<file path="src/rtl/shift_unit_seq_if.sv">
// Request/response bundle for the iterative shift/move unit.
// The master drives requests and accepts results; the slave is the unit itself.
interface shift_unit_seq_if #(
  parameter int BITS = 16
);
  localparam int AMT_W = $clog2(BITS);

  logic              in_valid;
  logic              in_ready;
  logic [2:0]        op;
  logic [BITS-1:0]   a_in;
  logic [AMT_W-1:0]  amt;
  logic [BITS/2-1:0] imm;
  logic              out_valid;
  logic              out_ready;
  logic [BITS-1:0]   result;
  logic              carry_out;
  logic              zero;

  modport master (
    output in_valid, op, a_in, amt, imm, out_ready,
    input  in_ready, out_valid, result, carry_out, zero
  );

  modport slave (
    input  in_valid, op, a_in, amt, imm, out_ready,
    output in_ready, out_valid, result, carry_out, zero
  );
endinterface

</file>
<file path="src/rtl/shift_unit_seq.sv">
// Multi-cycle shift/move unit: shifts up to STEP bits per cycle, and publishes
// result, carry and zero together in DONE until the consumer takes them.
module shift_unit_seq #(
  parameter int BITS = 16,
  parameter int STEP = 4
) (
  input  logic                clk,
  input  logic                rst_n,
  shift_unit_seq_if.slave     bus
);
  localparam int AMT_W = $clog2(BITS);
  localparam int HALF  = BITS / 2;

  localparam logic [2:0] OP_ASR   = 3'b000;
  localparam logic [2:0] OP_LSR   = 3'b001;
  localparam logic [2:0] OP_ROR   = 3'b010;
  localparam logic [2:0] OP_LSL   = 3'b011;
  localparam logic [2:0] OP_MOVIS = 3'b100;
  localparam logic [2:0] OP_MOVI  = 3'b101;

  typedef enum logic [1:0] {S_IDLE, S_SHIFT, S_DONE} state_t;

  state_t           state, state_nxt;
  logic [2:0]       op_q;
  logic [BITS-1:0]  work;
  logic [AMT_W-1:0] rem;
  logic             carry_q;
  logic [BITS-1:0]  result_q;
  logic             carry_out_q;
  logic             zero_q;

  logic             accept;
  logic             direct;
  logic [BITS-1:0]  direct_res;
  logic             acc_carry;
  logic [AMT_W-1:0] step_amt;
  logic [BITS-1:0]  work_nxt;
  logic             last_step;

  assign accept = bus.in_valid && bus.in_ready;
  // Moves, reserved ops and zero-amount shifts finish on the accept edge.
  assign direct = bus.op[2] || (bus.amt == '0);

  // NOTE: every variable written in always_comb gets a default first, so no
  // path leaves it unassigned and no latch is inferred.
  always_comb begin
    direct_res = bus.a_in;
    case (bus.op)
      OP_MOVIS: direct_res = {bus.imm, bus.a_in[HALF-1:0]};
      OP_MOVI:  direct_res = {{HALF{1'b0}}, bus.imm};
      default:  direct_res = bus.a_in;
    endcase
  end

  // Carry is the last bit that will leave the operand; known at accept time.
  always_comb begin
    acc_carry = 1'b0;
    if (bus.amt != '0) begin
      case (bus.op)
        OP_ASR, OP_LSR, OP_ROR: acc_carry = bus.a_in[bus.amt - AMT_W'(1)];
        OP_LSL:                 acc_carry = bus.a_in[BITS - int'(bus.amt)];
        default:                acc_carry = 1'b0;
      endcase
    end
  end

  always_comb begin
    step_amt = (int'(rem) > STEP) ? AMT_W'(STEP) : rem;
    work_nxt = work;
    case (op_q)
      OP_ASR:  work_nxt = $unsigned($signed(work) >>> step_amt);
      OP_LSR:  work_nxt = work >> step_amt;
      OP_ROR:  work_nxt = (work >> step_amt) | (work << (BITS - int'(step_amt)));
      OP_LSL:  work_nxt = work << step_amt;
      default: work_nxt = work;
    endcase
  end

  assign last_step = (rem == step_amt);

  // NOTE: sequential state uses non-blocking assignments so every register
  // samples pre-edge values regardless of process evaluation order.
  always_ff @(posedge clk or negedge rst_n) begin
    if (!rst_n) state <= S_IDLE;
    else        state <= state_nxt;
  end

  always_comb begin
    state_nxt = state;
    case (state)
      S_IDLE:  if (accept) state_nxt = direct ? S_DONE : S_SHIFT;
      S_SHIFT: if (last_step) state_nxt = S_DONE;
      S_DONE:  if (bus.out_ready) state_nxt = S_IDLE;
      default: state_nxt = S_IDLE;
    endcase
  end

  always_comb begin
    bus.in_ready  = (state == S_IDLE);
    bus.out_valid = (state == S_DONE);
  end

  // NOTE: the working registers are reset too; a reset mid-shift must leave
  // nothing that could surface as a partial result.
  always_ff @(posedge clk or negedge rst_n) begin
    if (!rst_n) begin
      op_q        <= '0;
      work        <= '0;
      rem         <= '0;
      carry_q     <= 1'b0;
      result_q    <= '0;
      carry_out_q <= 1'b0;
      zero_q      <= 1'b0;
    end else begin
      case (state)
        S_IDLE: begin
          if (accept) begin
            op_q    <= bus.op;
            work    <= bus.a_in;
            rem     <= bus.amt;
            carry_q <= acc_carry;
            if (direct) begin
              result_q    <= direct_res;
              carry_out_q <= 1'b0;
              zero_q      <= (direct_res == '0);
            end
          end
        end
        S_SHIFT: begin
          work <= work_nxt;
          rem  <= rem - step_amt;
          if (last_step) begin
            result_q    <= work_nxt;
            carry_out_q <= carry_q;
            zero_q      <= (work_nxt == '0);
          end
        end
        default: ;
      endcase
    end
  end

  assign bus.result    = result_q;
  assign bus.carry_out = carry_out_q;
  assign bus.zero      = zero_q;
endmodule

</file>
<file path="src/flat_wrapper.sv">
// flat-port wrapper written by rule: the top's interface ports become plain ports
module shift_unit_seq_flat 
#(
  parameter int BITS = 16,
  parameter int STEP = 4
)
  (clk, rst_n, bus_in_valid, bus_op, bus_a_in, bus_amt, bus_imm, bus_out_ready, bus_in_ready, bus_out_valid, bus_result, bus_carry_out, bus_zero);
  shift_unit_seq_if #(.BITS(BITS)) bus_i ();
  input  logic clk;
  input  logic rst_n;
  input wire logic [$bits(bus_i.in_valid)-1:0] bus_in_valid;
  input wire logic [$bits(bus_i.op)-1:0] bus_op;
  input wire logic [$bits(bus_i.a_in)-1:0] bus_a_in;
  input wire logic [$bits(bus_i.amt)-1:0] bus_amt;
  input wire logic [$bits(bus_i.imm)-1:0] bus_imm;
  input wire logic [$bits(bus_i.out_ready)-1:0] bus_out_ready;
  output wire logic [$bits(bus_i.in_ready)-1:0] bus_in_ready;
  output wire logic [$bits(bus_i.out_valid)-1:0] bus_out_valid;
  output wire logic [$bits(bus_i.result)-1:0] bus_result;
  output wire logic [$bits(bus_i.carry_out)-1:0] bus_carry_out;
  output wire logic [$bits(bus_i.zero)-1:0] bus_zero;
  assign bus_i.in_valid = bus_in_valid;
  assign bus_i.op = bus_op;
  assign bus_i.a_in = bus_a_in;
  assign bus_i.amt = bus_amt;
  assign bus_i.imm = bus_imm;
  assign bus_i.out_ready = bus_out_ready;
  assign bus_in_ready = bus_i.in_ready;
  assign bus_out_valid = bus_i.out_valid;
  assign bus_result = bus_i.result;
  assign bus_carry_out = bus_i.carry_out;
  assign bus_zero = bus_i.zero;
  shift_unit_seq #(.BITS(BITS), .STEP(STEP)) u_core (.clk(clk), .rst_n(rst_n), .bus(bus_i));
endmodule
</file>
<file path="config.mk">
export PLATFORM = sky130hd
export DESIGN_NAME = shift_unit_seq_flat
export DESIGN_NICKNAME = d
export VERILOG_FILES = /design/src/rtl/shift_unit_seq_if.sv /design/src/rtl/shift_unit_seq.sv /design/src/flat_wrapper.sv
export SDC_FILE = /design/constraint.sdc
export NUM_CORES = 1
export LEC_CHECK = 0
export BUFFER_PORTS_ARGS = -buffer_cell sky130_fd_sc_hd__buf_2
export CORE_UTILIZATION = 45
export DETAILED_ROUTE_END_ITERATION = 16
export GPL_ROUTABILITY_DRIVEN = 0
export PLACE_DENSITY = 0.62
export SYNTH_ARGS = -nofsm -noshare
export SYNTH_HDL_FRONTEND = slang
export SYNTH_SLANG_ARGS = --single-unit
</file>
<file path="constraint.sdc">
create_clock -name clk -period 8.59 [get_ports clk]
set_input_delay 0.859 -clock clk [delete_from_list [all_inputs] [get_ports clk]]
set_output_delay 0.859 -clock clk [all_outputs]
set_load 0.05 [all_outputs]
</file>
==> flow_summary.ini <==
[grt]
grt-ovfl-total = 0
grt_pass1_wl_mm = 24.5
antenna_found_initial = 0
grt_max_degree = 45
grt_pass1_vias = 4405
gr-usage-all-layers = 0.287

[route]
routedWlPerCell_um = 22.2
vias = 4671
wl_met3_mm = 1.35
m1WireLength_mm = 6.57
ant_nets = 0
drcViolationCount = 0
wl_mm = 15.4
viasPerCell = 6.72
drtIter0Drc = 294
first_pass_iters = 5
wl_met2_mm = 6.93
highest_layer = met4

[synthesis]
synth_fp_nets = 589
async_flop_share = 1.00
synthCells = 549
avgSynthCellArea_um2 = 8.47
synth-seq-cells = 44
synth_edf_count = 0
synth.yosys.seq_area_share = 0.237
synth_area_um2 = 4650
synth.distinct_cells = 66
yosys_warnings = 0
ys.flop_type = dfrtp_1

[worst_setup_path]
critPathLaunch = u_core.rem[1]
worstSetupStartpointType = register
reg2reg_from = u_core.rem[1]
worst_ep_required_time_ns = 8.83
critPathKind = reg2reg
reg2reg_depth = 12
worst-path-max-fanout = 40
end_kind = register
cp.arrival_ns = 5.12

[layout]
multi_input_area_um2 = 3250
antenna_cells = 0
final_cell_mix = 73 x nand2_1, 54 x buf_2, 44 x mux2i_1, 44 x dfrtp_1, 40 x nor2_1
postLayoutCellArea_um2 = 4990
final-seq-area_um2 = 1100
layout_commonest_cell = nand2_1
drive_above_1_share = 0.212
nNetsFinal = 601
nFillCells = 990
areaGrowthSynthToFinish_pct = 7.35

[run]
drv_cap = 0

[placement]
post-place-ws_ns = 3.87
placed_cell_area_um2 = 4900
port_buffers = 54
dpl.hpwl_mm = 11.2

[timing]
slew-limit-headroom = 0.187
setup_violations = 0
tightest_slew_ns = 1.22
layout_setup_ws_ns = 3.71
fin_crit_sh = 0.568
slew_viol_final = 0
hold_viol = 0
skew_ns = 0.00633
period_needed_ns = 4.88
fin_setup_tns_ns = 0
timing.fmax_ghz = 0.205
rsz0062_at_grt = no

[floorplan]
row_count = 36
die_w_um = 104
io_pins = 55
die_y_um = 104
core_area_um2 = 9910
start_util = 0.469
die_area_um2 = 10700

[clock_network]
cts_made_buffers = 5
insertion_delay_ns = 0.30
htreeDepth = 2
cts_tree = yes
cts_hold_buf = 0
cts_root_buf = clkbuf_8
cts_sinks = 44
cts_buffer_depth = 2
clk_pin_slew_ns = 0.08
cts_setup_buffers = 0
cts_resized = 0

[worst_hold_path]
hold_path_class = reg2reg
min_path_cells = 2
hold_path_startpoint = u_core.bus.result[13]

[pwr]
p_total_w = 0.00228
p_leak_nw = 2.06
power_per_cell_area_nw_per_um2 = 457
peakVddDrop_uv = 254

[status]
status = completed
[power by group]
group | switching, W | total, W | internal [W]
Sequential | 0.000206 | 0.000511 | 0.000305
Clock | 0.0000728 | 0.000137 | 0.0000642
Combinational | 0.00102 | 0.00163 | 0.000616
Total | 0.00130 | 0.00228 | 0.000984
[layer usage]
layer	GRT usage	vias to the layer above
li1	-	2089
met1	0.413	2243
met2	0.436	295
met3	0.0296	44
met4	0.126	0
met5	0	-
[critical path: stages, from the launching register on]
cell	delay [ns]
dfrtp_1	0.34
buf_4	0.42
nor3b_1	0.72
inv_1	0.16
ha_1	0.78
mux2_2	0.43
nor2_1	0.17
nor4_1	0.09
nor4_2	0.39
o2111ai_1	0.17
or4_1	0.48
or4_1	0.51
o21ai_1	0.14
[area by class of cell]
| type | count | share of cell area |
|---|---|---|
| clock buffers | 6 | 0.0165 |
| clock inverters | 2 | 0.00201 |
| inverters | 16 | 0.0130 |
| multi-input cells | 434 | 0.651 |
| flip-flops and latches | 44 | 0.221 |
| well taps | 133 | 0.0333 |
| repair buffers | 60 | 0.0632 |
[path summary, 6_finish.rpt]
| check | slack (ns) | endpoint |
|---|---|---|
| max | 3.71 | u_core.bus.zero |
| min | 0.48 | u_core.bus.result[13] |
| max reg2reg | 3.71 | u_core.bus.zero |
| min reg2reg | 0.48 | u_core.bus.result[13] |
| max in group asynchronous | 7.27 | u_core.bus.result[1] |
| min in group asynchronous | 0.71 | u_core.bus.result[4] |
[state kept, by name (all words and copies together), names as in the netlist]
signal	flops
u_core.work	16
u_core.bus.carry_out	1
u_core.bus.result	16
u_core.bus.zero	1
u_core.rem	4
u_core.op_q	3
u_core.carry_q	1
u_core.state	2
[metrics by stage]
stage               hold slack [ns]  instances   util
floorplan                     0.494        549      -
global placement              0.460        687  0.494
detailed placement            0.462        687  0.494
CTS                           0.483        695  0.504
global route                  0.493        695  0.504
finish                        0.476        695  0.504
[logic make-up after synthesis]
family                     count (synthesis)  synth area share
DFF                                       44             0.237
xor gates and xnor gates                   4           0.00754
AOI/OAI and AO/OA                        154             0.224
buffers and inverters                     71            0.0654
adders and majority gates                  5            0.0135
muxes                                     87             0.260
other                                      1          0.000807
and+or+nand+nor                          183             0.191
[synthesized netlist by cell type (9+ instances only)]
cell type | instances | area, um^2
a211oi_1 | 9 | 67.6
a21oi_1 | 33 | 165
a221o_1 | 9 | 90.1
a22oi_1 | 11 | 82.6
clkbuf_1 | 40 | 150
dfrtp_1 | 44 | 1100
inv_1 | 14 | 52.6
mux2_2 | 18 | 203
mux2i_1 | 44 | 440
mux4_2 | 23 | 518
nand2_1 | 73 | 274
nand2b_1 | 10 | 62.6
nor2_1 | 40 | 150
nor3b_1 | 12 | 90.1
o21ai_0 | 32 | 160
Power figures use the tool's default switching activity.
